--- src/rtl/dpram_fifo_ctrl_if.sv ---
// Producer/consumer stream bundle for dpram_fifo_ctrl.
// Handshake: a word moves on a rising edge where valid and ready are both high.
// valid may not wait for ready, and data holds steady while valid waits.
interface dpram_fifo_ctrl_if #(
    parameter int DW = 8
);
    logic          wr_valid;
    logic [DW-1:0] wr_data;
    logic          wr_ready;
    logic          rd_valid;
    logic [DW-1:0] rd_data;
    logic          rd_ready;

    modport master (
        output wr_valid, wr_data, rd_ready,
        input  wr_ready, rd_valid, rd_data
    );

    modport slave (
        input  wr_valid, wr_data, rd_ready,
        output wr_ready, rd_valid, rd_data
    );
endinterface

--- src/rtl/dpram_fifo_ctrl.sv ---
// First-word-fall-through FIFO controller wrapped around an external dual-port RAM.
// Port A takes stream writes; port B prefetches into a 2-entry in-order skid buffer.
module dpram_fifo_ctrl #(
    parameter int AW    = 8,
    parameter int DW    = 8,
    parameter int DEPTH = 256
) (
    input  logic          clk,
    input  logic          reset,
    dpram_fifo_ctrl_if.slave s_if,
    output logic [AW:0]   ram_level,
    output logic          write_enable_A,
    output logic [AW-1:0] address_A,
    output logic [DW-1:0] data_in_A,
    output logic          write_enable_B,
    output logic [AW-1:0] address_B,
    output logic [DW-1:0] data_in_B,
    input  logic [DW-1:0] data_out_B
);
    localparam logic [AW:0] FULL_LVL = (AW+1)'(DEPTH);

    logic [AW-1:0] wr_ptr_q, wr_ptr_d;
    logic [AW-1:0] rd_ptr_q, rd_ptr_d;
    logic [AW:0]   ram_level_q, ram_level_d;
    logic          pending_q, pending_d;
    logic [1:0]    skid_cnt_q, skid_cnt_d;
    logic [DW-1:0] skid_q [2];
    logic [DW-1:0] skid_d [2];

    logic          wr_ready_w;
    logic          wr_fire;
    logic          pop;
    logic          issue;
    logic [2:0]    occ;
    logic [1:0]    cnt;

    always_comb begin
        wr_ready_w  = (ram_level_q != FULL_LVL);
        wr_fire     = s_if.wr_valid & wr_ready_w;
        pop         = (skid_cnt_q != 2'd0) & s_if.rd_ready;
        // Words already held or in flight after this edge's pop must leave room.
        occ         = {1'b0, skid_cnt_q} + {2'b00, pending_q} - {2'b00, pop};
        issue       = (ram_level_q != '0) && (occ < 3'd2);

        wr_ptr_d    = wr_fire ? wr_ptr_q + 1'b1 : wr_ptr_q;
        rd_ptr_d    = issue ? rd_ptr_q + 1'b1 : rd_ptr_q;
        pending_d   = issue;
        ram_level_d = ram_level_q + (AW+1)'(wr_fire) - (AW+1)'(issue);

        skid_d[0]   = skid_q[0];
        skid_d[1]   = skid_q[1];
        cnt         = skid_cnt_q;
        if (pop) begin
            skid_d[0] = skid_q[1];
            cnt       = cnt - 2'd1;
        end
        // Capture lands at the tail, which is below 2 whenever a read was pending.
        if (pending_q) begin
            skid_d[cnt[0]] = data_out_B;
            cnt            = cnt + 2'd1;
        end
        skid_cnt_d  = cnt;
    end

    always_ff @(posedge clk) begin
        if (!reset) begin
            wr_ptr_q    <= '0;
            rd_ptr_q    <= '0;
            ram_level_q <= '0;
            pending_q   <= 1'b0;
            skid_cnt_q  <= 2'd0;
            skid_q[0]   <= '0;
            skid_q[1]   <= '0;
        end else begin
            wr_ptr_q    <= wr_ptr_d;
            rd_ptr_q    <= rd_ptr_d;
            ram_level_q <= ram_level_d;
            pending_q   <= pending_d;
            skid_cnt_q  <= skid_cnt_d;
            skid_q[0]   <= skid_d[0];
            skid_q[1]   <= skid_d[1];
        end
    end

    assign s_if.wr_ready = wr_ready_w;
    assign s_if.rd_valid = (skid_cnt_q != 2'd0);
    assign s_if.rd_data  = skid_q[0];
    assign ram_level     = ram_level_q;
    assign write_enable_A = wr_fire;
    assign address_A     = wr_ptr_q;
    assign data_in_A     = s_if.wr_data;
    assign write_enable_B = 1'b0;
    assign address_B     = rd_ptr_q;
    assign data_in_B     = '0;
endmodule

--- src/flat_wrapper.sv ---
// flat-port wrapper written by rule: the top's interface ports become plain ports
module dpram_fifo_ctrl_flat 
#(
    parameter int AW    = 8,
    parameter int DW    = 8,
    parameter int DEPTH = 256
)
  (clk, reset, ram_level, write_enable_A, address_A, data_in_A, write_enable_B, address_B, data_in_B, data_out_B, s_if_wr_valid, s_if_wr_data, s_if_rd_ready, s_if_wr_ready, s_if_rd_valid, s_if_rd_data);
  dpram_fifo_ctrl_if #(.DW(DW)) s_if_i ();
  input  logic clk;
  input  logic reset;
  output logic [AW:0] ram_level;
  output logic write_enable_A;
  output logic [AW-1:0] address_A;
  output logic [DW-1:0] data_in_A;
  output logic write_enable_B;
  output logic [AW-1:0] address_B;
  output logic [DW-1:0] data_in_B;
  input  logic [DW-1:0] data_out_B;
  input wire logic [$bits(s_if_i.wr_valid)-1:0] s_if_wr_valid;
  input wire logic [$bits(s_if_i.wr_data)-1:0] s_if_wr_data;
  input wire logic [$bits(s_if_i.rd_ready)-1:0] s_if_rd_ready;
  output wire logic [$bits(s_if_i.wr_ready)-1:0] s_if_wr_ready;
  output wire logic [$bits(s_if_i.rd_valid)-1:0] s_if_rd_valid;
  output wire logic [$bits(s_if_i.rd_data)-1:0] s_if_rd_data;
  assign s_if_i.wr_valid = s_if_wr_valid;
  assign s_if_i.wr_data = s_if_wr_data;
  assign s_if_i.rd_ready = s_if_rd_ready;
  assign s_if_wr_ready = s_if_i.wr_ready;
  assign s_if_rd_valid = s_if_i.rd_valid;
  assign s_if_rd_data = s_if_i.rd_data;
  dpram_fifo_ctrl #(.AW(AW), .DW(DW), .DEPTH(DEPTH)) u_core (.clk(clk), .reset(reset), .s_if(s_if_i), .ram_level(ram_level), .write_enable_A(write_enable_A), .address_A(address_A), .data_in_A(data_in_A), .write_enable_B(write_enable_B), .address_B(address_B), .data_in_B(data_in_B), .data_out_B(data_out_B));
endmodule
--- config.mk ---
export PLATFORM = sky130hd
export DESIGN_NAME = dpram_fifo_ctrl_flat
export DESIGN_NICKNAME = d
export VERILOG_FILES = /design/src/rtl/dpram_fifo_ctrl_if.sv /design/src/rtl/dpram_fifo_ctrl.sv /design/src/flat_wrapper.sv
export SDC_FILE = /design/constraint.sdc
export NUM_CORES = 1
export LEC_CHECK = 0
export ABC_CLOCK_PERIOD_IN_PS = 4000
export BUFFER_PORTS_ARGS = -buffer_cell sky130_fd_sc_hd__buf_4
export CAP_MARGIN = 40
export CORE_MARGIN = 5
export CORE_UTILIZATION = 47
export CTS_CLUSTER_SIZE = 25
export DETAILED_ROUTE_END_ITERATION = 8
export PLACE_DENSITY = 0.76
export SLEW_MARGIN = 10
export SYNTH_ARGS = -nofsm -noshare
export SYNTH_HDL_FRONTEND = slang
export SYNTH_SLANG_ARGS = --single-unit
--- constraint.sdc ---
create_clock -name clk -period 4 [get_ports clk]
set_input_delay 0.8 -clock clk [delete_from_list [all_inputs] [get_ports clk]]
set_output_delay 0.8 -clock clk [all_outputs]
set_load 0.01 [all_outputs]
Word level (Yosys, flattened, before mapping)
Memory sizes are Yosys's and may differ from the RTL's.
Cells that the tools add are included.
- register bits: 28
- memory bits (writable): 16
- input bits: 20
- output and inout port bits: 53
- logic and storage cells: 38
- memories kept: 1
- add/subtract/negate cells: 8
- $lt $le $gt $ge: 3
- equality and inequality tests: 1
- mux-type cells: 11
- bitwise gates (word level): 5
- reduce and logical (&&, ||, !) cells: 4
- memories (name ; words ; bits a word ; read ports ; clocked after memory_dff ; write ports ; RTL line ; text):
    u_core.skid_q ; 2 ; 8 ; 2 ; 0 ; 2 ; dpram_fifo_ctrl.sv:27 ; logic [DW-1:0] skid_q [2];
- operator list (kind ; number):
    $mux W8 ; 4
    $add A8 B1 Y8 const B ; 2
    $bwmux W16 ; 1
    $mux W16 ; 1
    $add A9 B1 Y9 ; 1
    $ne A9 B9 Y1 const B ; 1
    $reduce_bool A9 Y1 ; 1
    $sub A9 B1 Y9 ; 1
    $demux W8 S1 ; 1
    $mux W2 ; 2
    $add A2 B1 Y3 ; 1
    $lt A3 B2 Y1 const B ; 1
    $sub A3 B1 Y3 ; 1
    $add A2 B1 Y2 const B ; 1
    $and A1 B1 Y1 ; 2
    $ge A2 B2 Y1 const B ; 1
    $logic_and A1 B1 Y1 ; 2
    $lt A2 B1 Y1 const B ; 1
    $mux W1 ; 2
    $not A1 Y2 ; 1
    $or A1 B1 Y1 ; 2
    $reduce_bool A2 Y1 ; 1
    $sub A2 B1 Y2 const B ; 1

Depth between registers and ports, before layout
- depth after elaboration: 11
- gate-level depth with buffers: 20
- mapped depth without buffers: 18

Worst setup path after synthesis
No wires, ideal clock.
- path kind: input to register
- from: input s_if_rd_ready
- to: register u_core.ram_level_q[8] (netlist: u_core.ram_level[8])
- setup time: 122 ps
- arrival time: 3848 ps
- required time: 3878 ps
- setup slack: 29 ps
- stages: 18
- buffers on the path: 2
- path through: nand2b_1 -> buf_2 -> nor2_1 -> o21ai_0 -> fa_1 -> xnor2_1 -> o211ai_2 -> buf_6 -> inv_6 -> ha_1 -> inv_1 -> ha_1 -> inv_1 -> fa_1 -> nand2b_1 -> a211oi_1 -> o22ai_1 -> mux2i_1
- longest elaborated chain between the ends: 5
- RTL lines (item ; RTL line ; text):
    start, declared ; flat_wrapper.sv:22 ; input wire logic [$bits(s_if_i.rd_ready)-1:0] s_if_rd_ready;
    $and A1 B1 Y1 ; dpram_fifo_ctrl.sv:40 ; pop = (skid_cnt_q != 2'd0) & s_if.rd_ready;
    $sub A3 B1 Y3 ; dpram_fifo_ctrl.sv:42 ; occ = {1'b0, skid_cnt_q} + {2'b00, pending_q} - {2'b00, pop};
    $lt A3 B2 Y1 ; dpram_fifo_ctrl.sv:43 ; issue = (ram_level_q != '0) && (occ < 3'd2);
    $logic_and A1 B1 Y1 ; dpram_fifo_ctrl.sv:43 ;
    named net u_core.issue ; dpram_fifo_ctrl.sv:33 ; logic issue;
    $sub A9 B1 Y9 ; dpram_fifo_ctrl.sv:48 ; ram_level_d = ram_level_q + (AW+1)'(wr_fire) - (AW+1)'(issue);
    end signal, assigned ; dpram_fifo_ctrl.sv:77 ; ram_level_q <= ram_level_d;
    end, declared ; dpram_fifo_ctrl.sv:24 ; logic [AW:0] ram_level_q, ram_level_d;
The timed path passes the listed nets, and every way through them passes these cells.
A chain may end at the register's enable or synchronous reset.

Worst setup path in the final report
- from: register u_core.skid_cnt_q[0]
- to: register u_core.ram_level_q[8] (netlist: u_core.ram_level[8])
- longest elaborated chain between the ends: 6
- elaborated cells on any way between the ends: 7
- those cells by class: add/sub (3); order compare (1); bitwise (1); reduce/logical (2)
- RTL lines (item ; RTL line ; text):
    start, declared ; dpram_fifo_ctrl.sv:26 ; logic [1:0] skid_cnt_q, skid_cnt_d;
    start signal, assigned ; dpram_fifo_ctrl.sv:79 ; skid_cnt_q <= skid_cnt_d;
    branches (longest 2 deep; another with $add A2 B1 Y3) ; n/a ;
    $sub A3 B1 Y3 * ; dpram_fifo_ctrl.sv:42 ;
    $lt A3 B2 Y1 * ; dpram_fifo_ctrl.sv:43 ;
    $logic_and A1 B1 Y1 * ; dpram_fifo_ctrl.sv:43 ;
    named net u_core.issue ; dpram_fifo_ctrl.sv:33 ;
    $sub A9 B1 Y9 * ; dpram_fifo_ctrl.sv:48 ;
Mark *: on every way through the listed nets, which the timed path passes.

==> run_results.csv <==
group,metric,value,unit
placed_design,place_area,2820,um2
placed_design,port_buffers,47,
grt,track_usage,0.152,
logic_synthesis,yosys_most_used_dff,"dfxtp_1",
setup_path,crit_start,"u_core.skid_cnt_q[0]",
sta,tns,0,ps
cts,clk_pin_slew_worst_paths,80,ps
status,status,"complete, no violations",
sta,setup_viol,0,
grt,grt_pass1_vias,1966,
cells_and_area,drive_gt1_frac,0.235,
logic_synthesis,postSynth.asyncResetShare,0,
cells_and_area,final_area,2910,um2
floorplanning,die_width,83.5,um
setup_path,cp-end-kind,"register",
logic_synthesis,netlist_instances,282,
cts,numCtsBuffers,5,
placed_design,place_congestion,0.798,
cts,cts_setup_buffers,0,
setup_path,critPathArrivalTime,3870,ps
hold_path,hp-class,"reg2reg",
setup_path,cp-start-kind,"register",
hold_path,hp-start,"u_core.address_B[7]",
sta,period_share,0.922,
floorplanning,die_area,6970,um2
sta,fin_ws,311,ps
logic_synthesis,avgSynthCellArea,8.99,um2
sta,hold_slack,491,ps
cts,clkLatencyLatePin,290,ps
pwr,power_density,763,nW/um2
floorplanning,start_util,0.490,
detailed_routing,drt-total-wl,5110,um
sta,slew_viol_final,0,
sta,rsz0062_at_grt,"false",
grt,grt_max_degree,21,
cts,cts_buffer_depth,2,
floorplanning,ios,73,
grt,grt-ovfl-total,0,
detailed_routing,antenna_left,0,
cts,cts_resized,0,
logic_synthesis,yosysUniqueCellTypes,48,
flow_run,drv_cap,0,
cts,clockRootBuffer,"clkbuf_8",
sta,fmax,0.271,GHz
grt,antenna_found_initial,0,
cells_and_area,stdcell_count,385,
sta,worstMarginPinSlew,501,ps
cells_and_area,final_core_util,0.563,
detailed_routing,routed_via_density,5.21,
detailed_routing,wire_per_inst,13.3,um
floorplanning,die_y,83.5,um
placed_design,dp.cells,378,
cts,cts-htree-levels,2,
cts,cts_sinks,44,
logic_synthesis,synth-edff-count,0,
detailed_routing,drt-pass1-iter-count,4,
logic_synthesis,synthesis.area,2540,um2
sta,relSlewSlack,0.665,
sta,clock_skew,6.41,ps
grt,grt_pass1_wl,8970,um
placed_design,place_hpwl,3880,um
detailed_routing,vias,2004,
cells_and_area,fillers,480,
detailed_routing,drc,0,
cts,postCtsHoldBufs,0,
detailed_routing,first_iter_violations,86,
setup_path,r2r_start,"u_core.skid_cnt_q[0]",
pwr,total_power,2.22,mW
cells_and_area,syn2layout_area_growth,14.8,%
pwr,peakVddDrop,293,uV
floorplanning,coreArea,5170,um2
logic_synthesis,synth_seq_cells,44,
cells_and_area,layout.nets,353,
setup_path,cp.required,4180,ps
pwr,leakage,1.29,nW
sta,finalHoldViolations,0,
setup_path,cp_max_fo,5,
sta,period_needed,3690,ps
cells_and_area,n_antenna_cell,0,
cts,cts_tree,"built",
logic_synthesis,synth_seq_area_share,0.347,
setup_path,critPathKind,"reg2reg",
floorplanning,row_count,26,
placed_design,post-place-ws,43.3,ps
logic_synthesis,yosys_warnings,0,
-- cell usage after synthesis (3+ instances only) --
cell type	count	area [um2]
dfxtp_1	44	881
buf_4	25	188
nor2_1	24	90.1
mux2i_1	23	230
inv_1	21	78.8
ha_1	16	200
o21ai_0	13	65.1
a21oi_1	10	50.1
nand2_1	10	37.5
o311a_1	9	90.1
nand3_1	8	40.0
clkbuf_1	7	26.3
xor2_1	7	61.3
nand2b_1	6	37.5
nor3_1	4	20.0
nand4_1	3	18.8
nor2b_1	3	18.8
nor4_1	3	18.8
o211ai_1	3	22.5
o31ai_1	3	22.5
or3_2	3	22.5
or4_1	3	22.5
xnor2_1	3	26.3
-- where the power goes --
group / switching, mW / leakage (nW) / internal [mW]
Combinational: 0.697 / 0.888 / 0.623
Clock: 0.150 / 0.0400 / 0.118
Sequential: 0.0883 / 0.360 / 0.546
Total: 0.935 / 1.29 / 1.29
-- worst max-delay path, cell delays in order (launching register included) --
cell      delay [ps]
dfxtp_2          360
inv_1             60
ha_1             200
nand2b_1         150
nor2_1           160
o21ai_0          140
fa_1             420
xnor2_2          180
o211ai_2         160
inv_6            100
ha_1             220
inv_1             50
ha_1             150
inv_1             60
fa_1             390
nand2b_1         190
a211oi_2         310
o22ai_1          150
mux2i_1          130
-- logic make-up (layout without fill, tap and decap cells) --
group | Yosys count | after routing | share of synthesized area
xor gates and xnor gates | 10 | 10 | 0.0345
DFF | 44 | 44 | 0.347
and+or+nand+nor | 77 | 77 | 0.160
adders and majority gates | 18 | 18 | 0.0947
buffers and inverters | 57 | 82 | 0.127
muxes | 23 | 23 | 0.0908
other | 1 | 9 | 0.00148
AOI/OAI and AO/OA | 52 | 52 | 0.144
-- cells in the final DEF (no fill, tap or decap), types with 2 or more instances in the layout --
cell,count
a21oi_1,10
conb_1,9
o22ai_1,2
fa_1,2
dfxtp_1,43
inv_1,21
xor2_1,7
clkbuf_8,5
o31ai_1,3
nand4_1,3
nor4_1,3
and2_1,2
nand2_1,10
xnor2_1,2
a21o_1,2
o211ai_1,3
or4_1,3
nor3_1,4
buf_4,53
nor2_1,24
o21ai_0,13
nand2b_1,6
mux2i_1,23
nand3_1,8
or2_2,2
o311a_1,9
or3_2,3
nor2b_1,3
ha_1,16
-- area by class of cell --
cell class / instances / area (um2) / share of cell area
multi-input cells: 189 / 1380 / 0.472
flip-flops and latches: 44 / 882 / 0.303
repair buffers: 53 / 398 / 0.137
inverters: 22 / 87.6 / 0.0301
well taps: 70 / 87.6 / 0.0301
clock buffers: 5 / 68.8 / 0.0236
clock inverters: 2 / 12.5 / 0.00430
-- final timing paths --
kind	endpoint	slack, ps	cells past startpoint
max	u_core.ram_level[8]	310	18
min	u_core.address_B[7]	490	2
max reg2reg	u_core.ram_level[8]	310	18
min reg2reg	u_core.address_B[7]	490	2
-- metal layers --
layer	up-vias	routed length [um]	track usage
li1	1024	-	-
met4	0	115	0.0541
met2	61	2380	0.248
met1	907	2260	0.188
met5	-	0	0
met3	12	351	0.0474
No activity file was read; power rests on OpenSTA's default activity.
